<file path="src/rtl/i2c_eeprom_slave_ctrl.sv">
// I2C slave front end for a 256-byte EEPROM-style memory: device select,
// word-address pointer, byte writes with auto-increment and sequential reads.
module i2c_eeprom_slave_ctrl #(
  parameter logic [3:0]  DEV_TYPE = 4'b1000,
  parameter int unsigned MIN_LOW  = 4
) (
  input  logic       clk,
  input  logic       rst_n,
  input  logic       scl,
  input  logic       sda,
  output logic       sda_oe,
  input  logic       a2,
  input  logic       a1,
  input  logic       a0,
  output logic [7:0] mem_addr,
  output logic [7:0] mem_wdata,
  output logic       mem_we,
  output logic       mem_re,
  input  logic [7:0] mem_rdata,
  output logic       busy
);

  typedef enum logic [3:0] {
    IDLE      = 4'd0,
    DEV_ADDR  = 4'd1,
    DEV_ACK   = 4'd2,
    WORD_ADDR = 4'd3,
    WA_ACK    = 4'd4,
    WR_DATA   = 4'd5,
    WD_ACK    = 4'd6,
    RD_LOAD   = 4'd7,
    RD_DATA   = 4'd8,
    RD_ACK    = 4'd9,
    WAIT_STOP = 4'd10
  } state_t;

  // After reset the synchronizers hold 1 and must flush before edges are trusted.
  localparam int unsigned SETTLE = (MIN_LOW > 3) ? MIN_LOW : 3;
  localparam int unsigned SW     = $clog2(SETTLE + 1);
  localparam logic [SW-1:0] SETTLE_MAX = SW'(SETTLE);

  logic          scl_meta_r, scl_sync_r, scl_d_r;
  logic          sda_meta_r, sda_sync_r, sda_d_r;
  logic [SW-1:0] settle_r;

  state_t     state_r, state_nxt_s;
  logic       sda_oe_r, sda_oe_nxt_s;
  logic [7:0] mem_addr_r, mem_addr_nxt_s;
  logic [7:0] mem_wdata_r, mem_wdata_nxt_s;
  logic       mem_we_r, mem_we_nxt_s;
  logic       mem_re_r, mem_re_nxt_s;
  logic       busy_r, busy_nxt_s;
  logic [2:0] bit_cnt_r, bit_cnt_nxt_s;
  logic [7:0] shift_r, shift_nxt_s;
  logic       rw_r, rw_nxt_s;

  logic       bus_ok_s, scl_rise_s, scl_fall_s, start_s, stop_s;
  logic       last_bit_s, addr_match_s;
  logic [7:0] rx_byte_s;

  // Two-flop synchronizers plus a history flop for edge detection.
  always_ff @(posedge clk) begin
    if (!rst_n) begin
      scl_meta_r <= 1'b1;
      scl_sync_r <= 1'b1;
      scl_d_r    <= 1'b1;
      sda_meta_r <= 1'b1;
      sda_sync_r <= 1'b1;
      sda_d_r    <= 1'b1;
      settle_r   <= '0;
    end else begin
      scl_meta_r <= scl;
      scl_sync_r <= scl_meta_r;
      scl_d_r    <= scl_sync_r;
      sda_meta_r <= sda;
      sda_sync_r <= sda_meta_r;
      sda_d_r    <= sda_sync_r;
      if (settle_r != SETTLE_MAX) settle_r <= settle_r + SW'(1);
      else                        settle_r <= settle_r;
    end
  end

  assign bus_ok_s     = (settle_r == SETTLE_MAX);
  assign scl_rise_s   = bus_ok_s & scl_sync_r & ~scl_d_r;
  assign scl_fall_s   = bus_ok_s & ~scl_sync_r & scl_d_r;
  assign start_s      = bus_ok_s & scl_sync_r & scl_d_r & sda_d_r & ~sda_sync_r;
  assign stop_s       = bus_ok_s & scl_sync_r & scl_d_r & ~sda_d_r & sda_sync_r;
  assign rx_byte_s    = {shift_r[6:0], sda_sync_r};
  assign last_bit_s   = (bit_cnt_r == 3'd7);
  assign addr_match_s = (rx_byte_s[7:1] == {DEV_TYPE, a2, a1, a0});

  // State register.
  always_ff @(posedge clk) begin
    if (!rst_n) state_r <= IDLE;
    else        state_r <= state_nxt_s;
  end

  // Next-state logic; START outranks STOP, both outrank everything else.
  always_comb begin
    state_nxt_s = state_r;
    if (start_s) begin
      state_nxt_s = DEV_ADDR;
    end else if (stop_s) begin
      state_nxt_s = IDLE;
    end else begin
      case (state_r)
        DEV_ADDR:  if (scl_rise_s && last_bit_s) state_nxt_s = addr_match_s ? DEV_ACK : WAIT_STOP;
                   else state_nxt_s = state_r;
        DEV_ACK:   if (scl_rise_s && sda_oe_r && rw_r) state_nxt_s = RD_LOAD;
                   else if (scl_fall_s && sda_oe_r && !rw_r) state_nxt_s = WORD_ADDR;
                   else state_nxt_s = state_r;
        WORD_ADDR: if (scl_rise_s && last_bit_s) state_nxt_s = WA_ACK;
                   else state_nxt_s = state_r;
        WA_ACK:    if (scl_fall_s && sda_oe_r) state_nxt_s = WR_DATA;
                   else state_nxt_s = state_r;
        WR_DATA:   if (scl_rise_s && last_bit_s) state_nxt_s = WD_ACK;
                   else state_nxt_s = state_r;
        WD_ACK:    if (scl_fall_s && sda_oe_r) state_nxt_s = WR_DATA;
                   else state_nxt_s = state_r;
        RD_LOAD:   if (bit_cnt_r == 3'd2) state_nxt_s = RD_DATA;
                   else state_nxt_s = state_r;
        RD_DATA:   if (scl_rise_s && last_bit_s) state_nxt_s = RD_ACK;
                   else state_nxt_s = state_r;
        RD_ACK:    if (scl_rise_s) state_nxt_s = sda_sync_r ? WAIT_STOP : RD_LOAD;
                   else state_nxt_s = state_r;
        default:   state_nxt_s = state_r;
      endcase
    end
  end

  // Output and datapath next values; ACK phases toggle sda_oe on successive scl falls.
  always_comb begin
    sda_oe_nxt_s    = sda_oe_r;
    mem_addr_nxt_s  = mem_we_r ? (mem_addr_r + 8'd1) : mem_addr_r;
    mem_wdata_nxt_s = mem_wdata_r;
    mem_we_nxt_s    = 1'b0;
    mem_re_nxt_s    = 1'b0;
    bit_cnt_nxt_s   = bit_cnt_r;
    shift_nxt_s     = shift_r;
    rw_nxt_s        = rw_r;
    busy_nxt_s      = (state_nxt_s != IDLE);
    if (start_s || stop_s) begin
      sda_oe_nxt_s  = 1'b0;
      bit_cnt_nxt_s = 3'd0;
    end else begin
      case (state_r)
        DEV_ADDR, WORD_ADDR, WR_DATA: begin
          if (scl_rise_s) begin
            shift_nxt_s   = rx_byte_s;
            bit_cnt_nxt_s = bit_cnt_r + 3'd1;
            if (last_bit_s) begin
              case (state_r)
                DEV_ADDR:  rw_nxt_s       = sda_sync_r;
                WORD_ADDR: mem_addr_nxt_s = rx_byte_s;
                default: begin
                  mem_we_nxt_s    = 1'b1;
                  mem_wdata_nxt_s = rx_byte_s;
                end
              endcase
            end else begin
              mem_we_nxt_s = 1'b0;
            end
          end else begin
            bit_cnt_nxt_s = bit_cnt_r;
          end
        end
        DEV_ACK, WA_ACK, WD_ACK: begin
          if (scl_fall_s) sda_oe_nxt_s = ~sda_oe_r;
          else            sda_oe_nxt_s = sda_oe_r;
        end
        // bit_cnt doubles as the strobe/capture sequencer while loading.
        RD_LOAD: begin
          case (bit_cnt_r)
            3'd0: begin
              mem_re_nxt_s  = 1'b1;
              bit_cnt_nxt_s = 3'd1;
            end
            3'd1: bit_cnt_nxt_s = 3'd2;
            3'd2: begin
              shift_nxt_s   = mem_rdata;
              bit_cnt_nxt_s = 3'd0;
            end
            default: bit_cnt_nxt_s = 3'd0;
          endcase
        end
        RD_DATA: begin
          if (scl_fall_s) begin
            sda_oe_nxt_s = ~shift_r[7];
            shift_nxt_s  = {shift_r[6:0], 1'b0};
          end else if (scl_rise_s) begin
            bit_cnt_nxt_s = bit_cnt_r + 3'd1;
          end else begin
            shift_nxt_s = shift_r;
          end
        end
        RD_ACK: begin
          if (scl_fall_s) sda_oe_nxt_s = 1'b0;
          else if (scl_rise_s && !sda_sync_r) mem_addr_nxt_s = mem_addr_r + 8'd1;
          else sda_oe_nxt_s = sda_oe_r;
        end
        default: sda_oe_nxt_s = 1'b0;
      endcase
    end
  end

  // Registered outputs and datapath.
  always_ff @(posedge clk) begin
    if (!rst_n) begin
      sda_oe_r    <= 1'b0;
      mem_addr_r  <= 8'd0;
      mem_wdata_r <= 8'd0;
      mem_we_r    <= 1'b0;
      mem_re_r    <= 1'b0;
      busy_r      <= 1'b0;
      bit_cnt_r   <= 3'd0;
      shift_r     <= 8'd0;
      rw_r        <= 1'b0;
    end else begin
      sda_oe_r    <= sda_oe_nxt_s;
      mem_addr_r  <= mem_addr_nxt_s;
      mem_wdata_r <= mem_wdata_nxt_s;
      mem_we_r    <= mem_we_nxt_s;
      mem_re_r    <= mem_re_nxt_s;
      busy_r      <= busy_nxt_s;
      bit_cnt_r   <= bit_cnt_nxt_s;
      shift_r     <= shift_nxt_s;
      rw_r        <= rw_nxt_s;
    end
  end

  assign sda_oe    = sda_oe_r;
  assign mem_addr  = mem_addr_r;
  assign mem_wdata = mem_wdata_r;
  assign mem_we    = mem_we_r;
  assign mem_re    = mem_re_r;
  assign busy      = busy_r;

endmodule

</file>
<file path="config.mk">
export PLATFORM = sky130hd
export DESIGN_NAME = i2c_eeprom_slave_ctrl
export DESIGN_NICKNAME = d
export VERILOG_FILES = /design/src/rtl/i2c_eeprom_slave_ctrl.sv
export SDC_FILE = /design/constraint.sdc
export NUM_CORES = 1
export LEC_CHECK = 0
export BUFFER_PORTS_ARGS = -buffer_cell sky130_fd_sc_hd__buf_4
export CORE_MARGIN = 1
export CORE_UTILIZATION = 55
export CTS_CLUSTER_SIZE = 25
export DETAILED_ROUTE_END_ITERATION = 7
export GPL_TIMING_DRIVEN = 0
export HOLD_SLACK_MARGIN = 0.12
export PLACE_DENSITY_LB_ADDON = 0.25
export SLEW_MARGIN = 20
export SYNTH_ARGS = -nofsm -noshare
export SYNTH_HDL_FRONTEND = slang
export SYNTH_SLANG_ARGS = --single-unit
</file>
<file path="constraint.sdc">
create_clock -name clk -period 2.66 [get_ports clk]
set_clock_uncertainty 0.2 [all_clocks]
set_input_delay 0.798 -clock clk [delete_from_list [all_inputs] [get_ports clk]]
set_output_delay 0.798 -clock clk [all_outputs]
set_load 0.005 [all_outputs]
</file>
=== Word-level counts from Yosys, hierarchy flattened ===
Index checks and enable logic that the tools add are counted.

* Register bits: 45
* Logic and storage cells: 125
* Output and inout port bits: 20

* Reductions and logical operators: 25
* Equality and inequality tests: 21
* Multiplexer cells: 36
* Bitwise logic cells: 23
* Add/subtract/negate cells: 3

{| class="wikitable"
|+ Operator list
! operator !! number
|-
| two-way mux 8 bit || 10
|-
| two-way mux 4 bit || 13
|-
| case mux 4 bit (8 select lines) || 1
|-
| case mux 8 bit (3 select lines) || 1
|-
| == test 4 x 3 -> 1 bit (second input constant) || 4
|-
| case mux 8 bit (2 select lines) || 1
|-
| AND reduction 5 bit || 3
|-
| inverter 1 bit || 14
|-
| != test 2 bit (second input constant) || 6
|-
| AND 1 bit || 9
|-
| case mux 3 bit (3 select lines) || 1
|-
| OR reduction 3 bit || 3
|-
| adder 8 x 1 -> 8 bit (second input constant) || 1
|-
| == test 4 x 2 -> 1 bit (second input constant) || 2
|-
| == test 4 bit (second input constant) || 2
|-
| == test 7 bit || 1
|-
| adder 3 x 1 -> 3 bit (second input constant) || 2
|-
| == test 3 bit (second input constant) || 2
|-
| logical AND 1 bit || 6
|-
| two-way mux 3 bit || 2
|-
| OR reduction 2 bit || 3
|-
| two-way mux 1 bit || 5
|-
| OR reduction 5 bit || 1
|-
| == test 4 x 1 -> 1 bit (second input constant) || 1
|-
| other kinds (13) || 14
|}

=== Longest topological paths before layout ===
Gate-level depths: netlist of the first run.

* Depth after elaboration: 11
* Gate-level depth with buffers: 10
* Gate-level depth less buffers: 7

=== Least setup slack after synthesis of the first run ===
OpenSTA, ideal clock, no wires.

* Kind: register to register
* Start: reg settle_r[0]
* End: reg busy_r (netlist: busy)
* Slack: 396 ps
* Arrival: 1,939 ps
* Stages on the path, launching flop included: 10
* Clock period less this slack: 2,264 ps
* Cell sequence: dfxtp_1 -> inv_1 -> ha_1 -> buf_4 -> and4b_1 -> buf_6 -> a21boi_2 -> o31a_1 -> o311a_1 -> a2111o_1

* Word-level cells in the longest chain between the ends: 11
* Elaborated cells on any way between the ends: 27
* Classes of those cells: 1 x eq/ne; 11 x mux; 9 x bitwise; 6 x reduce/logical

{| class="wikitable"
|+ RTL lines
! element !! RTL line !! text
|-
| start: declaration || 44 || <nowiki>logic [SW-1:0] settle_r;</nowiki>
|-
| start signal: assignment || 78 || <nowiki>if (settle_r != SETTLE_MAX) settle_r <= settle_r + SW'(1);</nowiki>
|-
| start signal: assignment || 79 || <nowiki>else settle_r <= settle_r;</nowiki>
|-
| == test 3 bit * || 83 || <nowiki>assign bus_ok_s = (settle_r == SETTLE_MAX);</nowiki>
|-
| AND 1 bit (2 in series) || 85 || <nowiki>assign scl_fall_s = bus_ok_s & ~scl_sync_r & scl_d_r;</nowiki>
|-
| logical AND 1 bit || 110, 114, 118 ||
|-
| logical AND 1 bit || 110 || <nowiki>else if (scl_fall_s && sda_oe_r && !rw_r) state_nxt_s = WORD_ADDR;</nowiki>
|-
| two-way mux 4 bit || 110 ||
|-
| two-way mux 4 bit || 109 || <nowiki>DEV_ACK: if (scl_rise_s && sda_oe_r && rw_r) state_nxt_s = RD_LOAD;</nowiki>
|-
| case mux 4 bit (8 select lines) || 106 || <nowiki>case (state_r)</nowiki>
|-
| two-way mux 4 bit || 103 || <nowiki>end else if (stop_s) begin</nowiki>
|-
| two-way mux 4 bit * || 101 || <nowiki>if (start_s) begin</nowiki>
|-
| nonzero test 4 bit * || 141 || <nowiki>busy_nxt_s = (state_nxt_s != IDLE);</nowiki>
|-
| end signal: assignment || 224 || <nowiki>busy_r <= busy_nxt_s;</nowiki>
|-
| end: declaration || 52 || <nowiki>logic busy_r, busy_nxt_s;</nowiki>
|}

Every way passes the cells marked *; elsewhere a longest branch is shown, timed or not.
A chain may end at the register's enable or synchronous reset.

=== Worst setup path in the final report of the first run ===
Ends and elaborated chain as after synthesis.

==> results.txt, run 1 <==
The kind of path behind the tightest hold check is register to register. The buffer cell driving the clock tree root is clkbuf_8. The total negative slack for setup checks came out at 0 ps. The synthesized instance count is 297. In this run the power density over the cells is 665.2 mW/mm². After routing the design area is 0.003025 mm². The number of warnings reported in the yosys synthesis log is 0. The net count after synthesis came out at 320. 35 I/O pins were placed.

Timing would allow up to 401.4 MHz. The first TritonRoute pass finished after 5 iterations. The critical path arrival came out at 2490 ps.

The sum of internal, switching and leakage power came out at 2.013 mW. The post-route antenna net violation count came out at 0. The clock network is responsible for 22.0% of the overall power. STA classifies the critical path endpoint as a register.

The largest net degree at the start of global routing came out at 16. The total via count in the routed design came out at 2,463. The number of antenna diodes in the final layout is 0. After synthesis, the cell types taking the most area are dfxtp_1 35%, mux2i_1 6.5%, a21oi_1 4.0%, ha_1 3.8%, nor2_1 3.8%.

For this run the aggregate overflow at the end of global routing stands at 0. The count of H-tree levels built during CTS is 2. The number of antenna violations at the first check in global routing came out at 0.

The internal cell power is 1.240 mW. The buffers inserted during post-CTS setup optimization came out at 0. The relative slew slack came out at 48.69%. The width of the chip came out at 70.77 µm. Global routing used 27.13% of the available tracks across all layers. In this run, distinct cell masters in the synthesized netlist total 60.

The nature of the critical path startpoint is a register. The fill cell total of the finished layout is 391. After clock tree synthesis, the clock-pin slew on the worst setup and hold paths is 90 ps.

Counting instances in the post-synthesis netlist gives the leading cell types as 45 x dfxtp_1, 26 x nor2_1, 21 x a21oi_1, 17 x mux2i_1, 15 x nand2_1. The final number of max-transition violations came out at 0. The number of gates given a new drive strength after cts is 0.

The final net count is 360. Buffers inserted during clock tree synthesis total 5. The clock network latency to the later pin of the worst-skew pair came out at 300 ps. The fraction of power consumed by combinational cells is 35.5%. Counting flops and latches in the post-synthesis netlist gives 45. Summed over all nets, the half-perimeter wirelength after detailed placement is 4.702 mm. The row count is 24.

The global-route wire length before repair is 10.84 mm. The analysis attributes to net switching a power of 773.1 µW. The largest voltage drop on the vdd net came out at 441.3 µV. The number of global-route vias before repair came out at 2,251. The smallest clock period supported by the final layout is computed as 2492 ps. The leakage power figure is 1.247 nW. The count of port buffers added during placement is 33. The run finished with clean final reports. The longest clock path from root to sink contains 2 buffers. The residual DRC count is 0. Dividing the detail-routed wire length by the instance count gives 16.88 µm. The area of the mapped netlist came out at 0.002601 mm². The biggest area contributor in the post-synthesis netlist is dfxtp_1. The share of post-route cells with drive strength above 1 is 18.64%.

The number of failing hold endpoints at the final stage is 0. After synthesis, the mean cell area works out to 8.758 µm². The switching share of total power is 38.41%.

The relative contribution of sequential cells to total power is 42.4%. The post-route fraction of the period consumed by the critical path is 93.67%. The most common cell in the netlist is dfxtp_1.

The fraction of registers with async set or reset after synthesis came out at 0%. The placed instances occupy a cell area of 0.002914 mm². The ratio of routed vias to standard cells is 6.315. The global placer's final weighted congestion came out at 0.9484. The core region area came out at 0.004444 mm². The worst setup path is of the register to register kind. The die height is 70.77 µm. Setup violations remaining at the end of the flow were counted as 0. Setup repair after global routing left no endpoint under its margin. Of the synthesized area, sequential elements account for 34.63%. The max-capacitance violation count came out at 0. The full die area is 0.005008 mm². In this run, post-CTS hold repair placed 0 buffers.

The routed design has 6.582 mm of wire. For this design, the sink count on the clock tree is 45. The most used flip-flop cell after synthesis is dfxtp_1. The area share of the largest cell type after synthesis came out at 34.63%. The area added between synthesis and finish is 16.31%. The number of enable-type register cells in the synthesized netlist came out at 0. The initial cell density of the core came out at 58.53%. The measured slew at the worst slew-check pin is 764.4 ps. The iteration-0 DRC count of the detailed router came out at 212.

The CTS tree is done. STA puts the critical path data required time at 2650 ps. The largest fanout on the critical path is 9.
[metrics by stage]
stage / util [%] / hold slack, ps / worst slack [ps] / instances
detailed placement: 65.57 / 193.7 / 75.87 / 382
global route: 68.07 / 239.6 / 1.656 / 390
finish: 68.07 / 213.2 / 168.4 / 390
floorplan: - / 186.3 / 396.3 / 297
CTS: 67.60 / 215.8 / 52.76 / 390
global placement: 65.57 / 187.8 / 92.97 / 382
[sequential cells by signal, summed over array words and instances, names as in the netlist, 3 cells and up]
register and flops:
mem_wdata 8, shift_r 8, mem_addr 8, bit_cnt_r 3
state_r 4, settle_r 3
[power by group through the flow]
stage | clock (mW) | sequential [mW] | combinational [mW]
finish | 0.444 | 0.854 | 0.715
global route | 0.473 | 0.863 | 0.780
CTS | 0.448 | 0.847 | 0.690
detailed placement | 0 | 0.863 | 0.687
global placement | 0 | 0.862 | 0.669
floorplan | 0 | 0.831 | 0.531
[routing by layer]
metal	vias to the layer above	share of wire, %	track usage, %
li1	1175	-	-
met1	1170	45	37.62
met2	105	47	42.95
met3	13	7.1	5.128
met5	-	0	0
met4	0	1.5	8.444
[cells by family after synthesis]
kind of cell / share of synthesized area (%)
compound gates: 22.75
fa+ha+maj: 3.848
buf+inv: 5.868
mux: 6.974
simple gates: 19.87
flops: 34.63
xor+xnor: 6.061
[cells in the final DEF, fill, tap and decap left out, drive strengths merged, types with 4 or more instances in the layout]
cell    Yosys  routed
nand2      15      15
buf        13      46
xor2       10      10
o22ai       9       9
inv        11      12
or3         4       4
nand3       4       4
clkbuf     10      15
a22oi       8       8
nand4b      4       4
nor2       26      26
o21ai       8       8
a21oi      21      21
mux2i      17      17
a311oi     10      10
nand3b      4       4
nor2b       4       4
xnor2       8       8
nand2b      8       8
dfxtp      45      45
ha          8       8
nor3        4       4
nand4       5       5
[worst max-delay path, cell delays in order (launching register included)]
cell and delay (ps):
dfxtp_1 380, inv_1 70, ha_1 190, buf_4 170, and4b_1 200, buf_6 140, nand4_1 150, a41oi_1 70
or3_1 430, a2111o_1 390
[worst paths after layout]
| kind | from | endpoint | slack [ps] | cells past startpoint |
|---|---|---|---|---|
| setup / recovery | settle_r[0]$_SDFFE_PN0P_ | busy$_SDFF_PN0_ | 170 | 9 |
| hold / removal | sda_meta_r$_SDFF_PN1_ | sda_sync_r$_SDFF_PN1_ | 210 | 1 |
| setup reg to reg | settle_r[0]$_SDFFE_PN0P_ | busy$_SDFF_PN0_ | 170 | 9 |
| hold reg to reg | sda_meta_r$_SDFF_PN1_ | sda_sync_r$_SDFF_PN1_ | 210 | 1 |
[cell type report]
class | instances | area (µm²) | area share [%]
Sequential cell | 45 | 900.9 | 29.78
Multi-Input combinational cell | 218 | 1569 | 51.86
Buffer | 23 | 111.4 | 3.681
Clock buffer | 5 | 68.82 | 2.275
Clock inverter | 3 | 21.27 | 0.7031
Tap cell | 52 | 65.06 | 2.151
Timing Repair Buffer | 33 | 247.7 | 8.189
Inverter | 11 | 41.29 | 1.365
No activity file was read; power rests on OpenSTA's default activity.
==> inputs of run 2 (changes only) <==
--- a/config.mk
+++ b/config.mk
@@ -5,7 +5,10 @@
 export SDC_FILE = /design/constraint.sdc
 export NUM_CORES = 1
 export LEC_CHECK = 0
+export ABC_CLOCK_PERIOD_IN_PS = 2660
 export BUFFER_PORTS_ARGS = -buffer_cell sky130_fd_sc_hd__buf_4
+export CAP_MARGIN = 40
+export CORE_ASPECT_RATIO = 2
 export CORE_MARGIN = 1
 export CORE_UTILIZATION = 55
 export CTS_CLUSTER_SIZE = 25
==> run 2 against run 1 <==
  * Non-clock buffer count is 2 higher
  * Combinational power hardly changed
  * Critical path depth stayed put
  * Die area is 0.34% higher
  * Worst setup slack worse by 45 ps
  * Global-route usage is 2.4 points higher
  * Wire length is 5.4% higher
  * Sequential power is 0.6% higher
  * Critical endpoint unchanged
  * Largest cell class unchanged
  * Largest power group unchanged
==> results.txt, run 2 (same netlist as run 1, synthesis figures left out) <==
The flow ran to the end, and the final reports show no timing, DRC or antenna violations. After detailed routing, the met3 layer carries 218 µm of wire. The count of port buffers added during placement is 33. Headroom to the max-slew limit came out at 64.10%. The first-pass iteration count of the detailed router came out at 5. The cell area after placement came out at 0.002925 mm².

Max-cap violations in this run came to 0. The kind of critical path is register to register. The row count came out at 35. The number of global-route vias before repair is 2,316.

The most common library cell in the layout ignoring fill and taps is dfxtp_1. Summed over all layers, the routed wires come to 6.937 mm. The detail route stage leaves a number of antenna-violating nets equal to 0.

Compared with the post-synthesis result, the final layout area differs by 16.74%. At the pin with the least slew margin, the transition time is 538.5 ps. The maximum operating frequency is 394.2 MHz.

The TritonCTS sink count is 45. The tree is rooted in a clkbuf_8. The global-route wire length before repair came out at 11.27 mm. Summing internal, switching and leakage power gives 2.049 mW. The final number of max-transition violations is 0. The critical path arrival came out at 2520 ps. The largest net degree at the start of global routing came out at 16. The path class of the tightest hold or removal check is register to register. The final setup slack of the worst path is 123.4 ps. The power density relative to cell area is 674.9 mW/mm².

The H-tree was split into 2 levels. The nature of the critical path startpoint is a register. The final-report setup violation count is 0. STA classifies the critical path endpoint as a register. The number of antenna violations at the first check in global routing came to 0. The later pin in the worst-skew pair is clocked with a latency of 310 ps. The global placer's final weighted congestion is 0.9417.

The number of cells after detailed placement came out at 386. The die is 99.26 µm tall. The residual DRC count is 0. After detailed routing, the average wire length per cell comes to 17.56 µm.

The first routing iteration left 80 violations. Global routing finished with a remaining overflow of 0. Global routing used 29.56% of the available tracks. The width of the chip is 50.63 µm.

The critical path goes through inv_1 > ha_1 > buf_4 > and4b_1 > buf_6 > nand4_1 > a41oi_1 > or3_1 > a2111o_1. The final net count came out at 362. The full die area is 0.005025 mm². The analysis attributes to cell leakage a power of 1.255 nW. For this design, the slowest cell found on the critical path is or3_1. In this run the top signal layer used is met4.

The buffers inserted during post-CTS setup optimization is 0. Once detailed placement completed, the half-perimeter wirelength came to 5.065 mm. The final design instance area without fill is 0.003037 mm². The antenna diode instance count came out at 0. In this run the worst path has a maximum fanout of 9. TritonCTS built the clock tree. In this run, post-CTS hold repair placed 0 buffers. The I/O pin total is 35. The post-route worst hold slack came out at 217.2 ps.

The required time of the worst setup path came out at 2640 ps. The total via count in the routed design is 2,420. The largest voltage drop on the vdd net came out at 550.1 µV. The number of gates given a new drive strength after cts is 0. The number of clock buffers added by TritonCTS is 5. Leaving out filler cells and counting taps, the final layout contains 395. The met1 wire length is 2.707 mm. The clock input transition at the sequential cells of the worst setup and hold paths is 100 ps.

The delay contributed by the slowest stage of the critical path is 430 ps. The number of failing hold endpoints at the final stage is 0. The total negative slack for setup checks came out at 0 ps.

The clock tree buffer depth is 2. The post-layout minimum cycle time came out at 2537 ps. The core region area came out at 0.004554 mm². Once the floorplan was initialized, standard cells occupied 57.12% of the core. The share of post-route cells with drive strength above 1 came out at 19.41%.

The ratio of routed vias to standard cells came out at 6.127. The amount of wire on met2 after detailed routing is 3.628 mm. Before CTS, the worst setup slack after placement is 82.11 ps. The post-route fraction of the period consumed by the critical path came out at 95.36%.

Setup repair after global routing left no endpoint under its margin. The core utilization of the finished layout came out at 66.68%. In the layout the commonest cells are 45 x dfxtp_1, 36 x buf_4, 26 x nor2_1, 20 x a21oi_1, 17 x mux2i_1.
[run 2: cell type report]
cell class / count / area [µm²]
buffer: 23 / 111.4
clock buffer: 6 / 82.58
tap: 55 / 68.82
sequential: 45 / 900.9
clock inverter: 2 / 16.27
multi-input combinational: 218 / 1555
timing repair buffer: 35 / 260.3
inverter: 11 / 41.29
fill: 430 / 1518
[run 2: routing by layer]
metal | GRT usage [%] | up-vias
met4 | 21.79 | 0
met5 | 0 | -
li1 | - | 1178
met3 | 3.823 | 26
met2 | 50.77 | 72
met1 | 31.87 | 1144
[run 2: worst paths after layout]
path	start	to	slack, ps	cells past startpoint
setup / recovery	settle_r[0]$_SDFFE_PN0P_	busy$_SDFF_PN0_	120	9
hold / removal	sda_meta_r$_SDFF_PN1_	sda_sync_r$_SDFF_PN1_	220	1
setup reg to reg	settle_r[0]$_SDFFE_PN0P_	busy$_SDFF_PN0_	120	9
hold reg to reg	sda_meta_r$_SDFF_PN1_	sda_sync_r$_SDFF_PN1_	220	1
[run 2: worst max-delay path, delay by kind of cell (launching register included)]
family,cells,cell delay (ps)
and+or+nand+nor,3,810
AOI/OAI and AO/OA,2,460
DFF,1,380
adders and majority gates,1,190
buffers and inverters,3,360
[run 2: where the power goes]
group | internal (mW) | switching [mW]
registers | 0.756 | 0.103
clock network | 0.215 | 0.263
logic | 0.296 | 0.418
total | 1.27 | 0.784
==> inputs of run 3 (changes only) <==
--- a/config.mk
+++ b/config.mk
@@ -5,7 +5,7 @@
 export SDC_FILE = /design/constraint.sdc
 export NUM_CORES = 1
 export LEC_CHECK = 0
-export ABC_CLOCK_PERIOD_IN_PS = 2660
+export ABC_CLOCK_PERIOD_IN_PS = 2890
 export BUFFER_PORTS_ARGS = -buffer_cell sky130_fd_sc_hd__buf_4
 export CAP_MARGIN = 40
 export CORE_ASPECT_RATIO = 2
==> constraint.sdc (replaced) <==
create_clock -name clk -period 2.89 [get_ports clk]
set_clock_uncertainty 0.2 [all_clocks]
set_input_delay 0.867 -clock clk [delete_from_list [all_inputs] [get_ports clk]]
set_output_delay 0.867 -clock clk [all_outputs]
set_load 0.005 [all_outputs]
==> run 3 against run 2 <==
  * Via count up 0.79%
  * Flip-flop and latch count unchanged
  * Global-route usage unchanged
  * Worst setup slack better by 220 ps
  * Hold slack got worse by 2.0 ps
  * Utilization shrank 0.16 points
  * Wire length shrank 0.91%
  * Clock power is 8.8% lower
  * Critical path depth shrank 2
  * Sequential power is 8.0% lower
  * Critical endpoint is now mem_addr[4]$_SDFF_PN0_
  * Largest cell class unchanged
  * Largest power group unchanged
==> results.txt, run 3 (same netlist as run 1, synthesis figures left out) <==
The flow ran to the end, and the final reports show no timing, DRC or antenna violations. The detailed-route wire length per cell is 17.40 µm. The post-layout minimum cycle time came out at 2543 ps. The CTS tree is done. The kind of path behind the tightest hold check is register to register. The leakage power figure is 1.253 nW.

The buffer cell driving the clock tree root is clkbuf_8. The worst setup path is captured at a register. The relative slew slack came out at 41.66%. The delay contributed by the slowest stage of the critical path came out at 730 ps. After floorplanning, the core was sized to cover 0.004554 mm². The worst slack after detailed placement is 312.1 ps.

The critical path arrival is 2520 ps. The measured slew at the worst slew-check pin is 869.3 ps. The number of failing hold endpoints at the final stage is 0.

The first-pass iteration count of the detailed router is 4. The final-report setup violation count is 0. The worst setup path is launched from a register.

The clock buffer count from CTS is 5. The row count came out at 35. The number of global-route vias before repair came out at 2,316. The most common library cell in the layout ignoring fill and taps is dfxtp_1. Setup repair after global routing left no endpoint under its margin. The largest individual stage delay along the critical path comes from the cell o21ai_1. The total wire length is 6.874 mm. Across the VDD grid, the largest voltage drop is 504.1 µV. The count of H-tree levels built during CTS came out at 2. In this run the remaining antenna-violating nets after routing total 0. The congestion estimate from routability-driven global placement came to 0.9417. The width of the chip is 50.63 µm.

The number of gates given a new drive strength after cts came out at 0. The required time of the worst setup path came out at 2870 ps. The final number of max-transition violations is 0.

The cell family contributing the most delay on the critical path is compound AO/OA/AOI/OAI gates. The buffers inserted during post-CTS setup optimization came out at 0. The half-perimeter wire length of the detailed placement result came out at 5.065 mm. The global-route congestion overflow total is 0.

The core utilization of the finished layout came out at 66.51%. Pin placement for this block handled 35 I/O pins. The global-route wire length before repair is 11.27 mm. Setup slack on the critical path of the routed design comes to 346.6 ps. The share of post-route cells with drive strength above 1 came out at 18.82%. The ratio of routed vias to standard cells is 6.175.

Global routing used 29.56% of the available tracks across all layers. The count of buffer and inverter cells on the critical path is 3. Clock-pin slew was measured on the worst setup and hold paths at 90 ps. Along the worst path, the maximum fanout reaches 10. The kind of critical path is register to register. The TritonCTS sink count came out at 45. The library cells used most frequently in the layout, excluding fill and tap cells, are 45 x dfxtp_1, 36 x buf_4, 26 x nor2_1, 21 x a21oi_1, 17 x mux2i_1. The largest net degree at the start of global routing is 16. At the later pin of the worst-skew pair, clock insertion delay measures 310 ps. The post-route fraction of the period consumed by the critical path came out at 88.01%. Once the floorplan was initialized, standard cells occupied 57.12% of the core. The total negative slack for setup checks is 0 ps. In the final design database the tool counted 362 nets. The floorplan step defined a die boundary enclosing 0.005025 mm².

For this run, the top clock speed supported by timing is 393.2 MHz. The tightest hold path in the finished design has a slack of 215.2 ps. The number of antenna violations at the first check in global routing is 0.

The signal on the critical path passes through inv_1 > ha_1 > buf_4 > nand4_1 > o21ai_1 > clkbuf_1 > o22ai_1. The power density relative to cell area is 619.9 mW/mm². The die height is 99.26 µm. After detailed routing, the number of remaining DRC violations is 0.

The number of buffers inserted for hold repair after clock tree synthesis is 0. The count of port buffers added during placement came out at 33. The clock tree buffer depth is 2. The antenna diode instance count came out at 0. The total via count in the routed design is 2,439. The max-capacitance violation count is 0. The iteration-0 DRC count of the detailed router came out at 71. The area added between synthesis and finish is 16.45%.
run 3: where the power goes:
group          internal, mW  total, mW  switching [mW]
sequential            0.695      0.790          0.0946
combinational         0.271      0.652           0.382
clock                 0.197      0.435           0.238
total                  1.16       1.88           0.714
run 3: worst paths after layout:
path	start	end	slack, ps	cells past startpoint
setup / recovery	settle_r[0]$_SDFFE_PN0P_	mem_addr[4]$_SDFF_PN0_	350	7
hold / removal	sda_meta_r$_SDFF_PN1_	sda_sync_r$_SDFF_PN1_	220	1
setup reg to reg	settle_r[0]$_SDFFE_PN0P_	mem_addr[4]$_SDFF_PN0_	350	7
hold reg to reg	sda_meta_r$_SDFF_PN1_	sda_sync_r$_SDFF_PN1_	220	1
run 3: final cells by class:
type / count / area (µm²)
Tap cell: 55 / 68.82
Clock buffer: 6 / 82.58
Multi-Input combinational cell: 218 / 1548
Buffer: 23 / 111.4
Inverter: 11 / 41.29
Fill cell: 429 / 1525
Clock inverter: 2 / 16.27
Timing Repair Buffer: 35 / 260.3
Sequential cell: 45 / 900.9
run 3: per-layer routing:
metal	part of all wire, %	wire (µm)	vias up	GRT usage (%)
li1	-	-	1176	-
met1	38	2631	1153	31.87
met2	53	3621	83	50.77
met3	3.7	253	27	3.823
met4	5.3	367	0	21.79
met5	0	0	-	0
run 3: per-stage QoR:
step                power (mW)  cell area [µm²]  std cells
floorplan                1.253             2601        297
global placement         1.422             2918        385
detailed placement       1.438             2925        386
CTS                      1.863             3024        394
global route             1.972             3029        395
finish                   1.878             3029        395
